[src/rtl/tulip_prog_pkg.sv]
// rtl/tulip_prog_pkg.sv - shared types and header field positions for the programming sequencer
package tulip_prog_pkg;

  // Programming target selected by header bits [31:30]
  typedef enum logic [1:0] {
    PROG_TGT_LUT     = 2'd0,
    PROG_TGT_USR_FIR = 2'd1,
    PROG_TGT_REVERB  = 2'd2,
    PROG_TGT_INVALID = 2'd3
  } prog_tgt_e;

  // Header field positions
  localparam int TGT_MSB = 31;
  localparam int TGT_LSB = 30;
  localparam int LEN_MSB = 15;

  // Sequencer states
  typedef enum logic [2:0] {
    IDLE      = 3'd0,
    RST       = 3'd1,
    STREAM    = 3'd2,
    WAIT_DONE = 3'd3,
    DRAIN     = 3'd4
  } prog_state_e;

endpackage

[src/rtl/tulip_prog_sequencer_if.sv]
// rtl/tulip_prog_sequencer_if.sv - programming input stream and the three target programming ports
interface tulip_prog_sequencer_if #(
  parameter int LUT_W = 24,
  parameter int TAP_W = 16
);

  logic [31:0]      prog_din;
  logic             prog_din_valid;
  logic             prog_din_ready;

  logic [LUT_W-1:0] lut_prog_din;
  logic             lut_prog_din_valid;
  logic             lut_prog_din_ready;
  logic             lut_prog_din_done;

  logic [TAP_W-1:0] usr_fir_taps_prog_din;
  logic             usr_fir_taps_prog_din_valid;
  logic             usr_fir_taps_prog_din_ready;
  logic             usr_fir_taps_prog_din_done;

  logic [TAP_W-1:0] reverb_taps_prog_din;
  logic             reverb_taps_prog_din_valid;
  logic             reverb_taps_prog_din_ready;
  logic             reverb_taps_prog_din_done;

  // Sequencer side: sinks the programming stream, sources the target ports
  modport master (
    input  prog_din, prog_din_valid,
    output prog_din_ready,
    output lut_prog_din, lut_prog_din_valid,
    input  lut_prog_din_ready, lut_prog_din_done,
    output usr_fir_taps_prog_din, usr_fir_taps_prog_din_valid,
    input  usr_fir_taps_prog_din_ready, usr_fir_taps_prog_din_done,
    output reverb_taps_prog_din, reverb_taps_prog_din_valid,
    input  reverb_taps_prog_din_ready, reverb_taps_prog_din_done
  );

  // Environment side: stream source plus the three targets
  modport slave (
    output prog_din, prog_din_valid,
    input  prog_din_ready,
    input  lut_prog_din, lut_prog_din_valid,
    output lut_prog_din_ready, lut_prog_din_done,
    input  usr_fir_taps_prog_din, usr_fir_taps_prog_din_valid,
    output usr_fir_taps_prog_din_ready, usr_fir_taps_prog_din_done,
    input  reverb_taps_prog_din, reverb_taps_prog_din_valid,
    output reverb_taps_prog_din_ready, reverb_taps_prog_din_done
  );

endinterface

[src/rtl/tulip_prog_sequencer.sv]
// rtl/tulip_prog_sequencer.sv - routes header-framed coefficient packets to the tulip_dsp programming ports
module tulip_prog_sequencer
  import tulip_prog_pkg::*;
#(
  parameter int G_LUT_DWIDTH   = 24,
  parameter int G_TAP_DWIDTH   = 16,
  parameter int G_RESET_CYCLES = 4,
  parameter int G_DONE_TIMEOUT = 1024
) (
  input  logic                          clk,
  input  logic                          reset,
  input  logic                          abort,
  input  logic                          clear_errors,
  tulip_prog_sequencer_if.master        bus,
  output logic                          lut_tf_sw_resetn,
  output logic                          usr_fir_sw_resetn,
  output logic                          reverb_sw_resetn,
  output logic                          busy,
  output logic                          pkt_done,
  output logic                          err_bad_target,
  output logic                          err_overrun,
  output logic                          err_timeout
);

  localparam int TMAX = (G_DONE_TIMEOUT > G_RESET_CYCLES) ? G_DONE_TIMEOUT : G_RESET_CYCLES;
  localparam int TW   = $clog2(TMAX + 1);

  localparam logic [TW-1:0] RST_LAST  = TW'(G_RESET_CYCLES - 1);
  localparam logic [TW-1:0] WAIT_LAST = TW'(G_DONE_TIMEOUT - 1);

  prog_state_e   state_q, state_d;
  prog_tgt_e     tgt_q, tgt_d;
  logic [15:0]   cnt_q, cnt_d;
  logic [TW-1:0] timer_q, timer_d;
  logic          started_q, started_d;
  logic [2:0]    rstn_q, rstn_d;
  logic          pkt_done_q, pkt_done_d;
  logic          err_bad_q, err_bad_d;
  logic          err_ovr_q, err_ovr_d;
  logic          err_to_q, err_to_d;

  logic          din_ready;
  logic          fwd_valid;
  logic          sel_ready;
  logic          sel_done;
  logic          set_bad, set_ovr, set_to;
  prog_tgt_e     hdr_tgt;
  logic [15:0]   hdr_len;
  logic          unused_hdr_bits;

  assign hdr_tgt = prog_tgt_e'(bus.prog_din[TGT_MSB:TGT_LSB]);
  assign hdr_len = bus.prog_din[LEN_MSB:0];
  // Header bits [29:16] carry nothing for us
  assign unused_hdr_bits = ^bus.prog_din[29:16];

  // Ready/done of the currently latched target
  always_comb begin
    sel_ready = 1'b0;
    sel_done  = 1'b0;
    case (tgt_q)
      PROG_TGT_LUT: begin
        sel_ready = bus.lut_prog_din_ready;
        sel_done  = bus.lut_prog_din_done;
      end
      PROG_TGT_USR_FIR: begin
        sel_ready = bus.usr_fir_taps_prog_din_ready;
        sel_done  = bus.usr_fir_taps_prog_din_done;
      end
      PROG_TGT_REVERB: begin
        sel_ready = bus.reverb_taps_prog_din_ready;
        sel_done  = bus.reverb_taps_prog_din_done;
      end
      default: begin
        sel_ready = 1'b0;
        sel_done  = 1'b0;
      end
    endcase
  end

  // Next-state, counters, stream pass-through and error events
  always_comb begin
    state_d    = state_q;
    tgt_d      = tgt_q;
    cnt_d      = cnt_q;
    timer_d    = timer_q;
    started_d  = 1'b1;
    din_ready  = 1'b0;
    fwd_valid  = 1'b0;
    set_bad    = 1'b0;
    set_ovr    = 1'b0;
    set_to     = 1'b0;
    pkt_done_d = 1'b0;

    case (state_q)
      IDLE: begin
        // Ready is held off for the first cycle out of reset
        din_ready = started_q;
        if (started_q && bus.prog_din_valid) begin
          tgt_d   = hdr_tgt;
          cnt_d   = hdr_len;
          timer_d = '0;
          if (hdr_tgt == PROG_TGT_INVALID) begin
            set_bad = 1'b1;
            state_d = DRAIN;
          end else begin
            state_d = RST;
          end
        end
      end

      RST: begin
        if (timer_q == RST_LAST) begin
          timer_d = '0;
          state_d = (cnt_q == 16'd0) ? WAIT_DONE : STREAM;
        end else begin
          timer_d = timer_q + 1'b1;
        end
      end

      STREAM: begin
        // Done with more than one word left stops the stream at once;
        // done alongside the final word still lets that word through
        if (sel_done && (cnt_q != 16'd1)) begin
          set_ovr = 1'b1;
          state_d = DRAIN;
        end else begin
          fwd_valid = bus.prog_din_valid;
          din_ready = sel_ready;
          if (bus.prog_din_valid && sel_ready) begin
            cnt_d = cnt_q - 16'd1;
            if (cnt_q == 16'd1) begin
              timer_d = '0;
              state_d = WAIT_DONE;
            end
          end else if (sel_done) begin
            set_ovr = 1'b1;
            state_d = DRAIN;
          end
        end
      end

      WAIT_DONE: begin
        if (sel_done) begin
          pkt_done_d = 1'b1;
          state_d    = IDLE;
        end else if (timer_q == WAIT_LAST) begin
          set_to  = 1'b1;
          state_d = IDLE;
        end else begin
          timer_d = timer_q + 1'b1;
        end
      end

      DRAIN: begin
        din_ready = 1'b1;
        if (cnt_q == 16'd0) begin
          state_d = IDLE;
        end else if (bus.prog_din_valid) begin
          cnt_d = cnt_q - 16'd1;
          if (cnt_q == 16'd1) begin
            state_d = IDLE;
          end
        end
      end

      default: begin
        state_d = IDLE;
      end
    endcase

    // Abort overrides everything; ready also drops so no word is lost to it
    if (abort) begin
      state_d    = IDLE;
      cnt_d      = '0;
      timer_d    = '0;
      din_ready  = 1'b0;
      fwd_valid  = 1'b0;
      set_bad    = 1'b0;
      set_ovr    = 1'b0;
      set_to     = 1'b0;
      pkt_done_d = 1'b0;
    end
  end

  // Soft reset of the selected target is low exactly while the next state is RST
  always_comb begin
    rstn_d = 3'b111;
    if (state_d == RST) begin
      case (tgt_d)
        PROG_TGT_LUT:     rstn_d[0] = 1'b0;
        PROG_TGT_USR_FIR: rstn_d[1] = 1'b0;
        PROG_TGT_REVERB:  rstn_d[2] = 1'b0;
        default:          rstn_d    = 3'b111;
      endcase
    end
  end

  // Sticky error flags: set wins over clear
  always_comb begin
    err_bad_d = clear_errors ? 1'b0 : err_bad_q;
    err_ovr_d = clear_errors ? 1'b0 : err_ovr_q;
    err_to_d  = clear_errors ? 1'b0 : err_to_q;
    if (set_bad) err_bad_d = 1'b1;
    if (set_ovr) err_ovr_d = 1'b1;
    if (set_to)  err_to_d  = 1'b1;
  end

  // State and status registers
  always_ff @(posedge clk or posedge reset) begin
    if (reset) begin
      state_q    <= IDLE;
      tgt_q      <= PROG_TGT_LUT;
      cnt_q      <= '0;
      timer_q    <= '0;
      started_q  <= 1'b0;
      rstn_q     <= 3'b111;
      pkt_done_q <= 1'b0;
      err_bad_q  <= 1'b0;
      err_ovr_q  <= 1'b0;
      err_to_q   <= 1'b0;
    end else begin
      state_q    <= state_d;
      tgt_q      <= tgt_d;
      cnt_q      <= cnt_d;
      timer_q    <= timer_d;
      started_q  <= started_d;
      rstn_q     <= rstn_d;
      pkt_done_q <= pkt_done_d;
      err_bad_q  <= err_bad_d;
      err_ovr_q  <= err_ovr_d;
      err_to_q   <= err_to_d;
    end
  end

  assign bus.prog_din_ready = din_ready;

  assign bus.lut_prog_din                = bus.prog_din[G_LUT_DWIDTH-1:0];
  assign bus.usr_fir_taps_prog_din       = bus.prog_din[G_TAP_DWIDTH-1:0];
  assign bus.reverb_taps_prog_din        = bus.prog_din[G_TAP_DWIDTH-1:0];
  assign bus.lut_prog_din_valid          = fwd_valid && (tgt_q == PROG_TGT_LUT);
  assign bus.usr_fir_taps_prog_din_valid = fwd_valid && (tgt_q == PROG_TGT_USR_FIR);
  assign bus.reverb_taps_prog_din_valid  = fwd_valid && (tgt_q == PROG_TGT_REVERB);

  assign lut_tf_sw_resetn  = rstn_q[0];
  assign usr_fir_sw_resetn = rstn_q[1];
  assign reverb_sw_resetn  = rstn_q[2];

  assign busy           = (state_q != IDLE);
  assign pkt_done       = pkt_done_q;
  assign err_bad_target = err_bad_q;
  assign err_overrun    = err_ovr_q;
  assign err_timeout    = err_to_q;

endmodule

[src/flat_wrapper.sv]
// flat-port wrapper written by rule: the top's interface ports become plain ports
module tulip_prog_sequencer_flat import tulip_prog_pkg::*;
#(
  parameter int G_LUT_DWIDTH   = 24,
  parameter int G_TAP_DWIDTH   = 16,
  parameter int G_RESET_CYCLES = 4,
  parameter int G_DONE_TIMEOUT = 1024
)
  (clk, reset, abort, clear_errors, lut_tf_sw_resetn, usr_fir_sw_resetn, reverb_sw_resetn, busy, pkt_done, err_bad_target, err_overrun, err_timeout, bus_prog_din, bus_prog_din_valid, bus_prog_din_ready, bus_lut_prog_din, bus_lut_prog_din_valid, bus_lut_prog_din_ready, bus_lut_prog_din_done, bus_usr_fir_taps_prog_din, bus_usr_fir_taps_prog_din_valid, bus_usr_fir_taps_prog_din_ready, bus_usr_fir_taps_prog_din_done, bus_reverb_taps_prog_din, bus_reverb_taps_prog_din_valid, bus_reverb_taps_prog_din_ready, bus_reverb_taps_prog_din_done);
  tulip_prog_sequencer_if #(.LUT_W(24), .TAP_W(16)) bus_i ();
  input  logic clk;
  input  logic reset;
  input  logic abort;
  input  logic clear_errors;
  output logic lut_tf_sw_resetn;
  output logic usr_fir_sw_resetn;
  output logic reverb_sw_resetn;
  output logic busy;
  output logic pkt_done;
  output logic err_bad_target;
  output logic err_overrun;
  output logic err_timeout;
  input wire logic [$bits(bus_i.prog_din)-1:0] bus_prog_din;
  input wire logic [$bits(bus_i.prog_din_valid)-1:0] bus_prog_din_valid;
  output wire logic [$bits(bus_i.prog_din_ready)-1:0] bus_prog_din_ready;
  output wire logic [$bits(bus_i.lut_prog_din)-1:0] bus_lut_prog_din;
  output wire logic [$bits(bus_i.lut_prog_din_valid)-1:0] bus_lut_prog_din_valid;
  input wire logic [$bits(bus_i.lut_prog_din_ready)-1:0] bus_lut_prog_din_ready;
  input wire logic [$bits(bus_i.lut_prog_din_done)-1:0] bus_lut_prog_din_done;
  output wire logic [$bits(bus_i.usr_fir_taps_prog_din)-1:0] bus_usr_fir_taps_prog_din;
  output wire logic [$bits(bus_i.usr_fir_taps_prog_din_valid)-1:0] bus_usr_fir_taps_prog_din_valid;
  input wire logic [$bits(bus_i.usr_fir_taps_prog_din_ready)-1:0] bus_usr_fir_taps_prog_din_ready;
  input wire logic [$bits(bus_i.usr_fir_taps_prog_din_done)-1:0] bus_usr_fir_taps_prog_din_done;
  output wire logic [$bits(bus_i.reverb_taps_prog_din)-1:0] bus_reverb_taps_prog_din;
  output wire logic [$bits(bus_i.reverb_taps_prog_din_valid)-1:0] bus_reverb_taps_prog_din_valid;
  input wire logic [$bits(bus_i.reverb_taps_prog_din_ready)-1:0] bus_reverb_taps_prog_din_ready;
  input wire logic [$bits(bus_i.reverb_taps_prog_din_done)-1:0] bus_reverb_taps_prog_din_done;
  assign bus_i.prog_din = bus_prog_din;
  assign bus_i.prog_din_valid = bus_prog_din_valid;
  assign bus_prog_din_ready = bus_i.prog_din_ready;
  assign bus_lut_prog_din = bus_i.lut_prog_din;
  assign bus_lut_prog_din_valid = bus_i.lut_prog_din_valid;
  assign bus_i.lut_prog_din_ready = bus_lut_prog_din_ready;
  assign bus_i.lut_prog_din_done = bus_lut_prog_din_done;
  assign bus_usr_fir_taps_prog_din = bus_i.usr_fir_taps_prog_din;
  assign bus_usr_fir_taps_prog_din_valid = bus_i.usr_fir_taps_prog_din_valid;
  assign bus_i.usr_fir_taps_prog_din_ready = bus_usr_fir_taps_prog_din_ready;
  assign bus_i.usr_fir_taps_prog_din_done = bus_usr_fir_taps_prog_din_done;
  assign bus_reverb_taps_prog_din = bus_i.reverb_taps_prog_din;
  assign bus_reverb_taps_prog_din_valid = bus_i.reverb_taps_prog_din_valid;
  assign bus_i.reverb_taps_prog_din_ready = bus_reverb_taps_prog_din_ready;
  assign bus_i.reverb_taps_prog_din_done = bus_reverb_taps_prog_din_done;
  tulip_prog_sequencer #(.G_LUT_DWIDTH(G_LUT_DWIDTH), .G_TAP_DWIDTH(G_TAP_DWIDTH), .G_RESET_CYCLES(G_RESET_CYCLES), .G_DONE_TIMEOUT(G_DONE_TIMEOUT)) u_core (.clk(clk), .reset(reset), .abort(abort), .clear_errors(clear_errors), .bus(bus_i), .lut_tf_sw_resetn(lut_tf_sw_resetn), .usr_fir_sw_resetn(usr_fir_sw_resetn), .reverb_sw_resetn(reverb_sw_resetn), .busy(busy), .pkt_done(pkt_done), .err_bad_target(err_bad_target), .err_overrun(err_overrun), .err_timeout(err_timeout));
endmodule
[config.mk]
export PLATFORM = sky130hd
export DESIGN_NAME = tulip_prog_sequencer_flat
export DESIGN_NICKNAME = d
export VERILOG_FILES = /design/src/rtl/tulip_prog_pkg.sv /design/src/rtl/tulip_prog_sequencer_if.sv /design/src/rtl/tulip_prog_sequencer.sv /design/src/flat_wrapper.sv
export SDC_FILE = /design/constraint.sdc
export NUM_CORES = 1
export LEC_CHECK = 0
export BUFFER_PORTS_ARGS = -buffer_cell sky130_fd_sc_hd__buf_2
export CAP_MARGIN = 20
export CORE_UTILIZATION = 54
export DETAILED_ROUTE_END_ITERATION = 12
export PLACE_DENSITY = 0.93
export SLEW_MARGIN = 20
export SYNTH_ARGS = -nofsm -noshare
export SYNTH_HDL_FRONTEND = slang
export SYNTH_SLANG_ARGS = --single-unit
[constraint.sdc]
create_clock -name clk -period 5.3 [get_ports clk]
set_input_delay 1.06 -clock clk [delete_from_list [all_inputs] [get_ports clk]]
set_output_delay 1.06 -clock clk [all_outputs]
set_load 0.02 [all_outputs]
==> results_dict.tcl <==
set metrics [dict create \
    worst_pin_slew_ns 0.917 \
    fin_skew_ns 0.0101 \
    status "finished, final reports clean" \
    cp-start-kind "input port" \
    leakage_nw 1.42 \
    clk_pin_slew_ns 0.08 \
    syn_area_per_cell_um2 8.19 \
    r2r_slack_ns 2.68 \
    critPathBufInv 2 \
    num-fill-cells 453 \
    ant_nets 0 \
    crit_family "simple AND/OR/NAND/NOR gates" \
    drive_gt1_frac 0.286 \
    grt_pass1_wl_um 10300 \
    ios 111 \
    cts_made_buffers 5 \
    antenna_found_initial 0 \
    cp_max_fo 13 \
    syn_nets 403 \
    yosysWarnings 0 \
    min_period_ns 3.32 \
    drt-vias-per-instance 5.92 \
    cp_cell_sequence "buf_2, nor3_1, o211ai_1, nor3b_1, buf_2" \
    fin_crit_sh 0.627 \
    wl_per_cell_um 14.1 \
    syn_inst 356 \
    gp_congestion 0.926 \
    drtIter0Drc 235 \
    end_kind "output port" \
    p_per_area_nw_per_um2 260 \
    cts_sinks 40 \
    dieHeight_um 75.5 \
    insertion_delay_ns 0.30 \
    yosysTopAreaCellShare 0.318 \
    cts_resized 0 \
    synthFlopType "dfrtp_1" \
    slew_violations 0 \
    start_util 0.567 \
    fp.dieW_um 75.5 \
    multiInputGateArea_um2 1380 \
    synth_area_um2 2920 \
    overflow 0 \
    setup_ws_ns 1.98 \
    antenna_cells 0 \
    hold_viol 0 \
    finalSetupTns_ns 0 \
    cts_tree "yes" \
    rsz0062_at_grt "false" \
    first_global_vias 2407 \
    wirelength_um 6400 \
    cts_root_buf "clkbuf_8" \
    grt_util_all_layers 0.236 \
    synth_largest_area_cell "dfrtp_1" \
    yosys-top-cells-area "dfrtp_1 32%, buf_4 14%, o21ai_0 5.3%" \
    ys_ff_latch 40 \
    dr.pass1.iters 5 \
    layout_common_cells "89 x buf_2, 38 x nor2_1, 37 x dfrtp_1" \
    fmax_ghz 0.301 \
    setup_viol 0 \
    synth_cell_types 55 \
    cp.arrival_ns 2.26 \
    required_ns 4.24 \
    die_area_um2 5700 \
    ff_latch_area_um2 1000 \
    clk_path_buf_depth 2 \
    num_vias 2689 \
    relSlewSlack 0.389 \
    max_stage_delay_ns 0.38 \
    nNetsFinal 430 \
    ys_seq_area_frac 0.345 \
    rows 26 \
    min_path_type "flip-flop to flip-flop" \
    hold_buffers 0 \
    final_common_cell "buf_2" \
    grt_max_degree 41 \
    drc_errors 0 \
    cts_max_level 2 \
    port_buffers 88 \
    place_worst_setup_slack_ns 2.01 \
    cts_setup_buffers 0 \
    core_um2 5140 \
    cpMostUsedCell "buf_2" \
    synthArstFlopShare 1.00 \
    dp_hpwl_um 4490 \
    maxCapViolCount 0 \
    vdd_drop_max_uv 142 \
    synth-edff-count 0 \
    critical_path_class "input port to output port" \
    crit_slowest_cell "nor3_1" \
    syn_to_final_growth_pct 6.14 \
]
[final cells by class]
cell class              count  share of cell area
repair buffers             90               0.146
well taps                  70              0.0283
flip-flops and latches     40               0.325
clock inverters             2              0.0125
clock buffers               6              0.0267
multi-input cells         233               0.446
inverters                  13              0.0158
[cell families after synthesis]
logic type,share of synthesized area
compound gates,0.203
fa+ha+maj,0.0172
buf+inv,0.182
flops,0.345
mux,0.0146
other cells,0.00129
simple gates,0.237
[Yosys cell counts, types with 4 or more instances]
cell	instances
buf_4	56
nor2_1	38
dfrtp_1	37
o21ai_0	31
a21oi_1	20
nand2_1	14
inv_1	13
nor3_1	13
clkbuf_1	10
nand3_1	10
o21ai_1	10
nor4_1	9
nor3b_1	6
a31oi_1	5
nand2b_1	5
nand4_1	5
o22a_1	5
o31ai_1	5
ha_1	4
nor2b_1	4
o211ai_1	4
[power by group]
group | total, mW | internal, mW | switching, mW
registers | 0.353 | 0.324 | 0.0293
clock network | 0.267 | 0.154 | 0.113
logic | 0.184 | 0.0661 | 0.118
[sequential cells by signal, summed over array words and instances (netlist names)]
| name | count |
|---|---|
| u_core.cnt_q | 16 |
| u_core.err_bad_target | 1 |
| u_core.err_overrun | 1 |
| u_core.err_timeout | 1 |
| u_core.pkt_done | 1 |
| u_core.rstn_q | 3 |
| u_core.started_q | 1 |
| u_core.state_q | 3 |
| u_core.tgt_q | 2 |
| u_core.timer_q | 11 |
[metal layers]
layer	routed length, µm	global-route usage	up-vias
li1	-	-	1275
met1	2620	0.276	1261
met2	3170	0.419	135
met3	480	0.0582	18
met4	123	0.0844	0
met5	0	0	-
[stage by stage]
stage	cell area [µm²]	std cells	util	hold slack, ns	total power, mW
5_1_grt	3090	454	0.602	0.566	0.841
4_1_cts	3090	453	0.601	0.523	0.803
6_report	3090	454	0.602	0.525	0.804
3_5_place_dp	2970	445	0.577	0.511	0.540
2_1_floorplan	2920	356	-	0.476	0.516
3_3_place_gp	2970	445	0.577	0.498	0.533
[path summary, 6_finish.rpt]
check,startpoint,end,depth (start not counted)
worst max-delay path,abort,bus_reverb_taps_prog_din_valid,5
worst min-delay path,u_core.timer_q[0]$_DFFE_PP0P_,u_core.timer_q[0]$_DFFE_PP0P_,1
worst max register to register,u_core.cnt_q[13]$_DFFE_PP0P_,u_core.cnt_q[0]$_DFFE_PP0P_,6
worst min register to register,u_core.timer_q[0]$_DFFE_PP0P_,u_core.timer_q[0]$_DFFE_PP0P_,1
max in group asynchronous,reset,u_core.rstn_q[2]$_DFF_PP1_,3
min in group asynchronous,reset,u_core.timer_q[2]$_DFFE_PP0P_,3
(Power assumes the default switching activity.)
